`config.mk`:
```
export PLATFORM = sky130hd
export DESIGN_NAME = multiplicador
export DESIGN_NICKNAME = d
export VERILOG_FILES = /design/src/rtl/multiplicador.sv
export SDC_FILE = /design/constraint.sdc
export NUM_CORES = 1
export LEC_CHECK = 0
export BUFFER_PORTS_ARGS = -buffer_cell sky130_fd_sc_hd__buf_4
export CAP_MARGIN = 20
export CORE_ASPECT_RATIO = 0.8
export CORE_MARGIN = 3
export CORE_UTILIZATION = 30
export DETAILED_ROUTE_END_ITERATION = 12
export PLACE_DENSITY = 0.47
export SYNTH_ARGS = -nofsm -noshare
export SYNTH_HDL_FRONTEND = slang
export SYNTH_SLANG_ARGS = --single-unit
export TNS_END_PERCENT = 100
```
`constraint.sdc`:
```
create_clock -name clk -period 5.3 [get_ports clk]
set_input_delay 0.265 -clock clk [delete_from_list [all_inputs] [get_ports clk]]
set_output_delay 0.265 -clock clk [all_outputs]
set_load 0.01 [all_outputs]
```
`src/rtl/multiplicador.sv`:
```
// Sequential radix-2 Booth multiplier: one Booth step per clock, 2*WIDTH-bit product in HI/LO.
// Optional feature macro MULT_UNSIGNED_EN adds the Unsigned port for unsigned products.
module multiplicador #(
    parameter int WIDTH = 32
) (
    input  logic             clk,
    input  logic             reset,
    input  logic             MultCtrl,
    input  logic [WIDTH-1:0] A,
    input  logic [WIDTH-1:0] B,
`ifdef MULT_UNSIGNED_EN
    input  logic             Unsigned,
`endif
    output logic [WIDTH-1:0] HI,
    output logic [WIDTH-1:0] LO,
    output logic             busy,
    output logic             done
);
    // Accumulator is one bit wider than the operands so -2^(WIDTH-1) cannot overflow.
    localparam int E = WIDTH + 1;
`ifdef MULT_UNSIGNED_EN
    localparam int MW     = E;
    localparam int NSTEPS = WIDTH + 1;
`else
    localparam int MW     = WIDTH;
    localparam int NSTEPS = WIDTH;
`endif
    localparam int PW = E + MW + 1;
    localparam int CW = $clog2(NSTEPS + 1);

    typedef enum logic [1:0] {IDLE, RUN, WRITE} state_t;

    state_t          state, state_next;
    logic [E-1:0]    m;
    logic [PW-1:0]   p, p_step;
    logic [E-1:0]    acc;
    logic [CW-1:0]   count;
    logic            uns;
    logic [E-1:0]    a_ext;
    logic [MW-1:0]   b_ext;

    always_comb begin
`ifdef MULT_UNSIGNED_EN
        uns   = Unsigned;
        b_ext = {B[WIDTH-1] & ~uns, B};
`else
        uns   = 1'b0;
        b_ext = B;
`endif
        a_ext = {A[WIDTH-1] & ~uns, A};
    end

    // Booth recoding on the two low bits, then arithmetic shift right by one.
    always_comb begin
        acc = p[PW-1 -: E];
        case (p[1:0])
            2'b01:   acc = acc + m;
            2'b10:   acc = acc - m;
            default: acc = p[PW-1 -: E];
        endcase
        p_step = {acc[E-1], acc, p[PW-E-1:1]};
    end

    always_ff @(posedge clk) begin
        if (reset) state <= IDLE;
        else       state <= state_next;
    end

    always_comb begin
        state_next = state;
        case (state)
            IDLE:    if (MultCtrl) state_next = RUN;
            RUN:     if (count == CW'(NSTEPS - 1)) state_next = WRITE;
            WRITE:   state_next = IDLE;
            default: state_next = IDLE;
        endcase
    end

    always_comb begin
        busy = (state != IDLE);
    end

    always_ff @(posedge clk) begin
        if (reset) begin
            m     <= '0;
            p     <= '0;
            count <= '0;
            HI    <= '0;
            LO    <= '0;
            done  <= 1'b0;
        end else begin
            done <= 1'b0;
            case (state)
                IDLE: if (MultCtrl) begin
                    m     <= a_ext;
                    p     <= {{E{1'b0}}, b_ext, 1'b0};
                    count <= '0;
                end
                RUN: begin
                    p     <= p_step;
                    count <= count + 1'b1;
                end
                WRITE: begin
                    HI   <= p[2*WIDTH:WIDTH+1];
                    LO   <= p[WIDTH:1];
                    done <= 1'b1;
                end
                default: ;
            endcase
        end
    end
endmodule

```
==> run metrics <==
status=complete, no violations; top cells by area, synth=dfxtp_1 (39%), nand2_1 (10%), a21oi_1 (9.6%), nor2_1 (6.6%), ha_1 (5.0%); dominant synthesized flop cell=dfxtp_1; CP Capture Type=flop; Post-Layout Cell Count=1642; layout cells sized above 1=15.8%; Ports=133; RSZ-0062 raised after global routing=false; initial antenna violation count=0; Slew Limit Fails=0; Die Area=0.0315 mm²; pin count of the biggest net entering global routing=74; measured slew at the worst slew-check pin=1040 ps; DRT iter0 DRCs=498; Post-route DRC=0; Synth Warn #=0; Reg area=0.00340 mm²; max cap viols=0; std cell rows=55; dpl cells=1611; Final Hold Viols=0; Synthesized Nets=1278; Clock Tree Buf Depth=2; Static Leakage=4.26 nW; Detail Placement HPWL=18500 µm; CP Data Arrival Time=4420 ps; post-synthesis register bit count=170; clock skew=12.8 ps; Mapped Area=0.00881 mm²; Pre-antenna DRT Iters=8; Mean Syn Cell Area=7.50 µm²; post-CTS setup buffer count=0; Worst Hold Class=in2reg; Root Buffer=clkbuf_16; Unique masters post-synth=68; Setup TNS Final=0 ps; pre-CTS setup slack=1220 ps; Tmin final=4090 ps; NumNets Final=1363; final worst slack=1210 ps; vias per cell=4.98; Post-DRT Antenna Nets=0; CTS Buf Count=17; All-Layer GR Usage=17.0%; Via Count=8170; H-tree levels=4; post-synthesis sequential area ratio=38.6%; crit share post-route=77.2%; Post-Synthesis Cells=1175; Max VDD drop=0.219 mV; EDFF count, synth=0; synthesis-to-layout area growth=21.7%; core region area=0.0286 mm²; routed wire length=26700 µm; P per Cell Area=328 mW/mm²; Synth area leader=dfxtp_1; count of input and output buffers=132; setup violators final=0; Routed WL per cell=16.3 µm; vias in the first global route=7998; # fillers=3000; total power=3.52 mW; startpoint class of the critical path=flop; Die H=159 µm; Initial Utilization=30.8%; utilization after layout=37.5%; crit-path cells=or4_4 > nor3_2 > and2_1 > and2_1 > a21oi_1 > xnor2_1 > ha_1 > or2_1 > a21o_1 > a41o_1 > nor3_2 > a211oi_2 > o21ai_1 > nor3b_2 > mux2_4; Critical Path RT=5630 ps; CTS resizes=0; die span in x=198 µm; worst skew pair latency=430 ps; GPL Wtd Cong=0.871; Worst-path clk slew=70 ps; crit path kind=reg2reg; worst relative slew slack=31.0%; Sink Count=170; Antenna diodes=0; global-route wire length before repair=43300 µm; CTS tree=yes; Worst path slowest cell=or4_4; CP peak stage delay=570 ps; multi-input logic area=0.00504 mm²; Hold-fix buffers, CTS=0; Critical Path Fanout Max=7; asr flop ratio synth=0%; remaining global-route overflow=0; Max Clock Freq=0.244 GHz; share of the synthesized area in the top cell type=38.6%
[Yosys cell counts (10+ instances only)]
master    instances
clkbuf_1         65
buf_1            12
a21oi_1         169
nor4_1           36
a31oi_1          13
o21ai_0          18
nor2_1          154
inv_1            23
dfxtp_1         170
a21o_1           16
nand2_1         236
nand3_1          27
xnor2_1          43
xor2_1           10
ha_1             35
nor3_1           23
[registers in the layout, summed over array words and instances, names as in the netlist]
signal,count
HI,32
LO,32
count,6
done,1
m,32
p,65
state,2
[kinds of logic (layout without fill, tap and decap cells)]
group	count (synthesis)	count (layout)	synth area share (%)
flops	170	170	38.6
compound gates	276	276	19.0
mux	9	9	1.09
fa+ha+maj	36	36	5.20
simple gates	528	528	26.4
xor+xnor	53	53	5.27
buf+inv	103	200	4.46
[layer usage]
layer | global-route usage [%] | vias up | wire, µm
met1 | 25.1 | 3799 | 13800
met4 | 3.79 | 0 | 224
met5 | 0 | - | 0
met2 | 25.9 | 146 | 11600
met3 | 2.86 | 12 | 1020
li1 | - | 4213 | -
[critical path, delay by kind of cell, from the launching register on]
family	cells	cell delay [ps]
fa+ha+maj	1	330
flops	1	360
xor+xnor	1	130
compound gates	5	910
mux	1	310
simple gates	7	1970
[worst paths after layout]
| check | cells after the start | slack, ps | startpoint | end |
|---|---|---|---|---|
| worst min register to register | 2 | 450 | HI[17]$_SDFFE_PP0P_ | HI[17]$_SDFFE_PP0P_ |
| worst min-delay path | 3 | 70 | A[21] | m[21]$_SDFFE_PP0P_ |
| worst max register to register | 15 | 1210 | m[5]$_SDFFE_PP0P_ | p[64]$_SDFFE_PP0P_ |
| worst max-delay path | 15 | 1210 | m[5]$_SDFFE_PP0P_ | p[64]$_SDFFE_PP0P_ |
[metrics by stage]
stage          hold slack [ps]  area [µm²]
5_1_grt                   62.0       10700
6_report                  71.4       10700
2_1_floorplan              401        8810
3_5_place_dp               449       10100
3_3_place_gp               445       10100
4_1_cts                   49.2       10700
[cell type report]
type,count,area share (%)
clock buffer,20,4.26
clock inverter,11,1.56
inverter,23,0.806
multi-input combinational,902,47.0
sequential,170,31.8
tap,370,4.32
timing repair buffer,146,10.3
[layout by cell type (no fill, tap or decap), drive strengths merged, types with 5 or more instances in the layout]
master  instances
xor2           10
and3            6
a21o           16
nor2b           9
a211oi          5
xnor2          43
clkbuf         20
a31oi          13
dfxtp         170
ha             35
o211ai          6
a222oi          9
nand2b          7
nand3          27
nor2          154
mux2i           7
and2            7
buf           146
nor4           38
inv            25
nor3b           5
o21ai          24
nor3           25
nand2         236
a21oi         169
[report_power, final]
part | leakage, nW | switching (mW) | total, mW | internal [mW]
Sequential | 1.38 | 0.0586 | 1.39 | 1.33
Clock | 0.303 | 0.546 | 1.36 | 0.813
Combinational | 2.58 | 0.454 | 0.764 | 0.310
Total | 4.26 | 1.06 | 3.52 | 2.46
Note: power is estimated with default switching activity, not from simulation.
